## src/rtl/constants_pkg.sv

```systemverilog
// Shared opcode/ALU-op encodings and the sequencer state type used by the
// alu_registers datapath and its instruction sequencer.
package constants_pkg;

  typedef enum logic [1:0] {
    REG_READ  = 2'b00,
    REG_WRITE = 2'b01,
    ADD       = 2'b10,
    SUB       = 2'b11
  } ALUOp;

  localparam logic [1:0] OPC_READ  = 2'b00;
  localparam logic [1:0] OPC_WRITE = 2'b01;
  localparam logic [1:0] OPC_ADD   = 2'b10;
  localparam logic [1:0] OPC_SUB   = 2'b11;

  typedef enum logic [1:0] {
    IDLE,
    DRIVE,
    WAIT,
    RESP
  } SeqState;

  function automatic ALUOp opc_to_aluop(input logic [1:0] opc);
    ALUOp r;
    case (opc)
      OPC_WRITE: r = REG_WRITE;
      OPC_ADD:   r = ADD;
      OPC_SUB:   r = SUB;
      default:   r = REG_READ;
    endcase
    return r;
  endfunction

endpackage

```

## src/rtl/alu_instr_fields.sv

```systemverilog
// Splits a packed instruction word into opcode, register addresses and
// immediate; rB shares the low bits of the immediate field.
module alu_instr_fields
  import constants_pkg::*;
#(
  parameter int unsigned ADDR_BITS = 3,
  parameter int unsigned DATA_BITS = 8,
  localparam int unsigned INSTR_BITS = 2 + 2*ADDR_BITS + DATA_BITS
) (
  input  logic [INSTR_BITS-1:0] instr,
  output logic [1:0]            opcode,
  output logic [ADDR_BITS-1:0]  rr,
  output logic [ADDR_BITS-1:0]  ra,
  output logic [ADDR_BITS-1:0]  rb,
  output logic [DATA_BITS-1:0]  imm
);

  always_comb begin
    opcode = instr[INSTR_BITS-1 -: 2];
    rr     = instr[DATA_BITS+2*ADDR_BITS-1 -: ADDR_BITS];
    ra     = instr[DATA_BITS+ADDR_BITS-1 -: ADDR_BITS];
    imm    = instr[DATA_BITS-1:0];
    rb     = instr[ADDR_BITS-1:0];
  end

endmodule

```

## src/rtl/alu_sequencer.sv

```systemverilog
// Instruction sequencer for alu_registers: issues each op for exactly one
// cycle, waits for the datapath to settle, and returns READ data.
module alu_sequencer
  import constants_pkg::*;
#(
  parameter int unsigned ADDR_BITS     = 3,
  parameter int unsigned DATA_BITS     = 8,
  parameter int unsigned SETTLE_CYCLES = 2,
  localparam int unsigned INSTR_BITS   = 2 + 2*ADDR_BITS + DATA_BITS
) (
  input  logic                  clk,
  input  logic                  reset,
  input  logic                  instr_valid,
  output logic                  instr_ready,
  input  logic [INSTR_BITS-1:0] instr,
  output logic                  result_valid,
  input  logic                  result_ready,
  output logic [DATA_BITS-1:0]  result,
  output logic                  done,
  output ALUOp                  op,
  output logic [ADDR_BITS-1:0]  addr_a,
  output logic [ADDR_BITS-1:0]  addr_b,
  output logic [ADDR_BITS-1:0]  addr_r,
  output logic [DATA_BITS-1:0]  data_in,
  input  logic [DATA_BITS-1:0]  data_out
);

  localparam logic [3:0] CNT_LOAD = 4'(SETTLE_CYCLES - 1);

  SeqState              state, state_d;
  logic [3:0]           cnt, cnt_d;
  logic                 load, capture;

  logic [1:0]           dec_opc;
  logic [ADDR_BITS-1:0] dec_rr, dec_ra, dec_rb;
  logic [DATA_BITS-1:0] dec_imm;

  logic [1:0]           lat_opc;
  logic [ADDR_BITS-1:0] lat_rr, lat_ra, lat_rb;
  logic [DATA_BITS-1:0] lat_imm;

  logic [1:0]           f_opc;
  logic [ADDR_BITS-1:0] f_rr, f_ra, f_rb;
  logic [DATA_BITS-1:0] f_imm;

  ALUOp                 op_d;
  logic [ADDR_BITS-1:0] addr_a_d, addr_b_d, addr_r_d;
  logic [DATA_BITS-1:0] data_in_d;
  logic                 ready_d, rvalid_d, done_d;

  alu_instr_fields #(
    .ADDR_BITS (ADDR_BITS),
    .DATA_BITS (DATA_BITS)
  ) u_fields (
    .instr  (instr),
    .opcode (dec_opc),
    .rr     (dec_rr),
    .ra     (dec_ra),
    .rb     (dec_rb),
    .imm    (dec_imm)
  );

  always_comb begin
    state_d = state;
    cnt_d   = cnt;
    load    = 1'b0;
    capture = 1'b0;
    case (state)
      IDLE: begin
        if (instr_valid) begin
          state_d = DRIVE;
          load    = 1'b1;
        end
      end
      DRIVE: begin
        state_d = WAIT;
        cnt_d   = CNT_LOAD;
      end
      WAIT: begin
        if (cnt == '0) begin
          if (lat_opc == OPC_READ) begin
            state_d = RESP;
            capture = 1'b1;
          end else begin
            state_d = IDLE;
          end
        end else begin
          cnt_d = cnt - 4'd1;
        end
      end
      RESP: begin
        if (result_ready) state_d = IDLE;
      end
      default: state_d = IDLE;
    endcase
  end

  // Outputs are computed for the upcoming state and registered, so on an
  // accepting edge the freshly decoded fields feed the DRIVE-cycle flops.
  always_comb begin
    f_opc = load ? dec_opc : lat_opc;
    f_rr  = load ? dec_rr  : lat_rr;
    f_ra  = load ? dec_ra  : lat_ra;
    f_rb  = load ? dec_rb  : lat_rb;
    f_imm = load ? dec_imm : lat_imm;

    op_d      = REG_READ;
    addr_a_d  = '0;
    addr_b_d  = '0;
    addr_r_d  = '0;
    data_in_d = '0;
    ready_d   = 1'b0;
    rvalid_d  = 1'b0;
    done_d    = 1'b0;
    case (state_d)
      IDLE: ready_d = 1'b1;
      DRIVE: begin
        op_d     = opc_to_aluop(f_opc);
        addr_a_d = f_ra;
        case (f_opc)
          OPC_WRITE: data_in_d = f_imm;
          OPC_ADD, OPC_SUB: begin
            addr_b_d = f_rb;
            addr_r_d = f_rr;
          end
          default: ;
        endcase
      end
      WAIT: begin
        addr_a_d = (f_opc == OPC_READ) ? f_ra : f_rr;
        done_d   = (cnt_d == '0) && (f_opc != OPC_READ);
      end
      RESP: rvalid_d = 1'b1;
      default: ;
    endcase
  end

  always_ff @(posedge clk) begin
    if (!reset) begin
      state        <= IDLE;
      cnt          <= '0;
      lat_opc      <= OPC_READ;
      lat_rr       <= '0;
      lat_ra       <= '0;
      lat_rb       <= '0;
      lat_imm      <= '0;
      result       <= '0;
      op           <= REG_READ;
      addr_a       <= '0;
      addr_b       <= '0;
      addr_r       <= '0;
      data_in      <= '0;
      instr_ready  <= 1'b1;
      result_valid <= 1'b0;
      done         <= 1'b0;
    end else begin
      state <= state_d;
      cnt   <= cnt_d;
      if (load) begin
        lat_opc <= dec_opc;
        lat_rr  <= dec_rr;
        lat_ra  <= dec_ra;
        lat_rb  <= dec_rb;
        lat_imm <= dec_imm;
      end
      if (capture) result <= data_out;
      op           <= op_d;
      addr_a       <= addr_a_d;
      addr_b       <= addr_b_d;
      addr_r       <= addr_r_d;
      data_in      <= data_in_d;
      instr_ready  <= ready_d;
      result_valid <= rvalid_d;
      done         <= done_d;
    end
  end

endmodule

```

## config.mk

```make
export PLATFORM = sky130hd
export DESIGN_NAME = alu_sequencer
export DESIGN_NICKNAME = d
export VERILOG_FILES = /design/src/rtl/constants_pkg.sv /design/src/rtl/alu_instr_fields.sv /design/src/rtl/alu_sequencer.sv
export SDC_FILE = /design/constraint.sdc
export NUM_CORES = 1
export LEC_CHECK = 0
export ABC_CLOCK_PERIOD_IN_PS = 4400
export CORE_ASPECT_RATIO = 1.25
export CORE_MARGIN = 10
export CORE_UTILIZATION = 24
export DETAILED_ROUTE_END_ITERATION = 10
export SYNTH_ARGS = -nofsm -noshare
export SYNTH_HDL_FRONTEND = slang
export SYNTH_HIERARCHICAL = 1
export SYNTH_SLANG_ARGS = --single-unit
export TNS_END_PERCENT = 10
```

## constraint.sdc

```tcl
create_clock -name clk -period 4.4 [get_ports clk]
set_input_delay 0.44 -clock clk [delete_from_list [all_inputs] [get_ports clk]]
set_output_delay 0.44 -clock clk [all_outputs]
set_load 0.05 [all_outputs]
```

==> flow_summary.yaml <==
critical_path:
  path_buf_inv: 1
  worstPathArrival_ns: 3.06
  crit_chain: "inv_1 > ha_1 > nand2_1 > mux2i_1 > mux2i_1 > a32o_1"
  required_ns: 4.59
  path_max_fanout: 22
  cpMaxStageDelayCell: "nand2_1"
  end_kind: "flip-flop"
  slowest_delay_ns: 0.70
  start_kind: "flip-flop"
  path_common_cell: "mux2i_1"
  crit_family: "multiplexers"
  critPathKind: "reg -> reg"
timing:
  fin_ws_ns: 1.53
  final_max_slew_viol_count: 0
  rsz0062_at_grt: "no"
  max_freq_mhz: 349
  period_needed_ns: 2.87
  tightest_slew_ns: 1.14
  relSlewSlack_pct: 23.6
  timing.setup.tns_ns: 0
  finalSetupViolCount: 0
  finalCritPeriodShare_pct: 65.2
  fin_skew_ns: 0.00710
  hold_violations: 0
floorplan:
  ios: 58
  die_y_um: 130
  rows: 39
  die-area_um2: 14000
  core_um2: 9270
  start_util_pct: 24.9
  die_x_um: 108
final_layout:
  final_net_count: 307
  antenna_cells: 0
  fillerInstances: 970
  stdcell_count: 398
  area_delta_synth_final_pct: 30.0
  drive_gt1_share_pct: 4.36
cts:
  clock_sink_count: 55
  clk_latency_ns: 0.30
  cts_resized: 0
  cts_tree: "yes"
  post-cts-setup-buffer-count: 0
  path_clk_slew_ns: 0.08
  cts_root_buf: "clkbuf_16"
  h-tree-depth: 2
  cts_made_buffers: 5
  holdBufCountCts: 0
  cts_buffer_depth: 2
place:
  place_inst: 390
  place_ws_ns: 1.32
  place.gp.congestion: 0.757
  place_hpwl_um: 3880
  portBuffers: 57
synth:
  synth_fp_nets: 272
  syn-cell-area_um2: 2310
  seq_area_frac_synth_pct: 47.7
  synth.distinct_cells: 33
  synth.avg_cell_area_um2: 9.65
  yosysWarnings: 6
  netlist_instances: 239
  ys_ff_latch: 55
power:
  pwr-share-comb_pct: 33.6
  intPower_mw: 0.959
  p_sw_share_pct: 35.7
  seqPwrFrac_pct: 39.1
  static-leakage-power_nw: 1.18
  pwr-share-clk_pct: 27.3
  power_switching_mw: 0.533
  powerDensity_nw_per_um2: 498
  ir_worst_vdd_mv: 0.170
route:
  routed_wl_um: 5330
  drc: 0
  ant_nets: 0
  viasPerCell: 4.22
  wl_per_cell_um: 13.4
  drtIter0Drc: 84
  firstDrtPassIters: 4
  via_count: 1681
global_route:
  grt_max_degree: 39
  grt_pass1_vias: 1703
  overflow: 0
  grt_usage_pct: 7.63
  antenna_found_initial: 0
  grt_pass1_wl_um: 8490
flow_run:
  drv_cap: 0
run_status:
  status: "completed"
min_path:
  hp-class: "reg -> reg"
## synthesized netlist by cell type
master / number / share of area (%)
dfxtp_1: 55 / 48
a22o_1: 1 / 0.38
nand3_1: 17 / 3.7
mux2_2: 2 / 0.98
clkbuf_1: 6 / 0.98
nand4b_1: 1 / 0.38
buf_2: 4 / 0.87
o22ai_4: 1 / 0.87
or3b_1: 1 / 0.38
nor3_1: 2 / 0.43
and3_1: 4 / 1.1
a21oi_1: 2 / 0.43
ha_1: 5 / 2.7
nand3_2: 1 / 0.43
nor2_1: 8 / 1.3
nand3b_1: 1 / 0.33
and4b_1: 1 / 0.43
mux2i_1: 16 / 6.9
nand2b_1: 4 / 1.1
nor2b_1: 24 / 6.5
and2_1: 5 / 1.4
a211oi_1: 1 / 0.33
buf_4: 19 / 6.2
a32o_1: 4 / 1.7
o21ai_1: 1 / 0.22
and4_1: 1 / 0.38
a21boi_0: 13 / 4.2
nor3b_1: 1 / 0.33
nand2_1: 16 / 2.6
inv_1: 12 / 2.0
o21ai_0: 6 / 1.3
o21a_1: 2 / 0.65
a32oi_1: 2 / 0.76
## cell families after synthesis
family	count (synthesis)	share of synthesized area (%)
AND/OR/NAND/NOR	87	20.7
flip-flops	55	47.7
multiplexers	18	7.92
buffers and inverters	41	9.98
adder cells (fa/ha/maj)	5	2.71
AO/OA/AOI/OAI	33	10.9
## cell type report
| type | instances | area [um2] | area share [%] |
|---|---|---|---|
| clock buffers | 5 | 125 | 4.17 |
| clock inverters | 3 | 27.5 | 0.918 |
| inverters | 12 | 45.0 | 1.50 |
| multi-input cells | 143 | 975 | 32.5 |
| flip-flops and latches | 55 | 1100 | 36.7 |
| well taps | 123 | 154 | 5.13 |
| repair buffers | 57 | 571 | 19.0 |
## sequential cells by signal, indices dropped and copies added (netlist names)
register,cells
lat_rb,3
cnt,4
addr_b,3
lat_ra,3
data_in,8
result_valid,1
op,2
addr_r,3
result,8
lat_rr,3
lat_opc,2
addr_a,3
instr_ready,1
done,1
lat_imm,8
state,2
## power by group through the flow
stage               Sequential [mW]  Combinational [mW]  Clock, mW
floorplan                     0.686               0.276          0
global placement              0.595               0.496          0
detailed placement            0.595               0.501          0
CTS                           0.584               0.506      0.423
global route                  0.589               0.547      0.443
finish                        0.583               0.501      0.408
## worst reg2reg max path, cell delays in order (launching register included)
cell and delay (ns):
dfxtp_1 0.35, inv_1 0.11, ha_1 0.55, nand2_1 0.71
mux2i_1 0.61, mux2i_1 0.15, a32o_1 0.27
## layer usage
layer  global-route usage, %  vias to the layer above  routed length (um)
li1                        -                      852                   -
met1                    9.06                      767                2450
met2                    11.6                       56                2320
met3                    3.72                        6                 493
met4                    2.83                        0                  65
met5                       0                        -                   0
## metrics by stage
stage,hold slack (ns),utilization (%),power [mW],cell area [um2]
after CTS,0.484,32.3,1.51,3000
after floorplan,0.445,-,0.961,2310
after detailed placement,0.473,30.7,1.10,2850
after global placement,0.467,30.7,1.09,2850
after global routing,0.511,32.3,1.58,3000
final,0.480,32.3,1.49,3000
## worst paths after layout
kind	from	endpoint	slack, ns	depth (start not counted)
min reg2reg	lat_rb[0]$_SDFF_PN0_	lat_rb[0]$_SDFF_PN0_	0.48	2
max reg2reg	state[0]$_SDFF_PN0_	addr_a[1]$_SDFF_PN0_	1.53	6
min	lat_rb[0]$_SDFF_PN0_	lat_rb[0]$_SDFF_PN0_	0.48	2
max	state[0]$_SDFF_PN0_	addr_a[1]$_SDFF_PN0_	1.53	6
## cell usage in the layout, fill, tap and decap left out, types with 4 or more instances in the layout
cell	count
and3_1	4
a32o_1	4
mux2i_1	16
nor2_1	8
o21ai_0	6
nand2b_1	4
clkbuf_16	5
ha_1	5
and2_1	5
nand2_1	16
a21boi_0	13
inv_1	12
clkdlybuf4s50_1	57
dfxtp_1	55
nor2b_1	24
nand3_1	17
(Power assumes the default switching activity.)
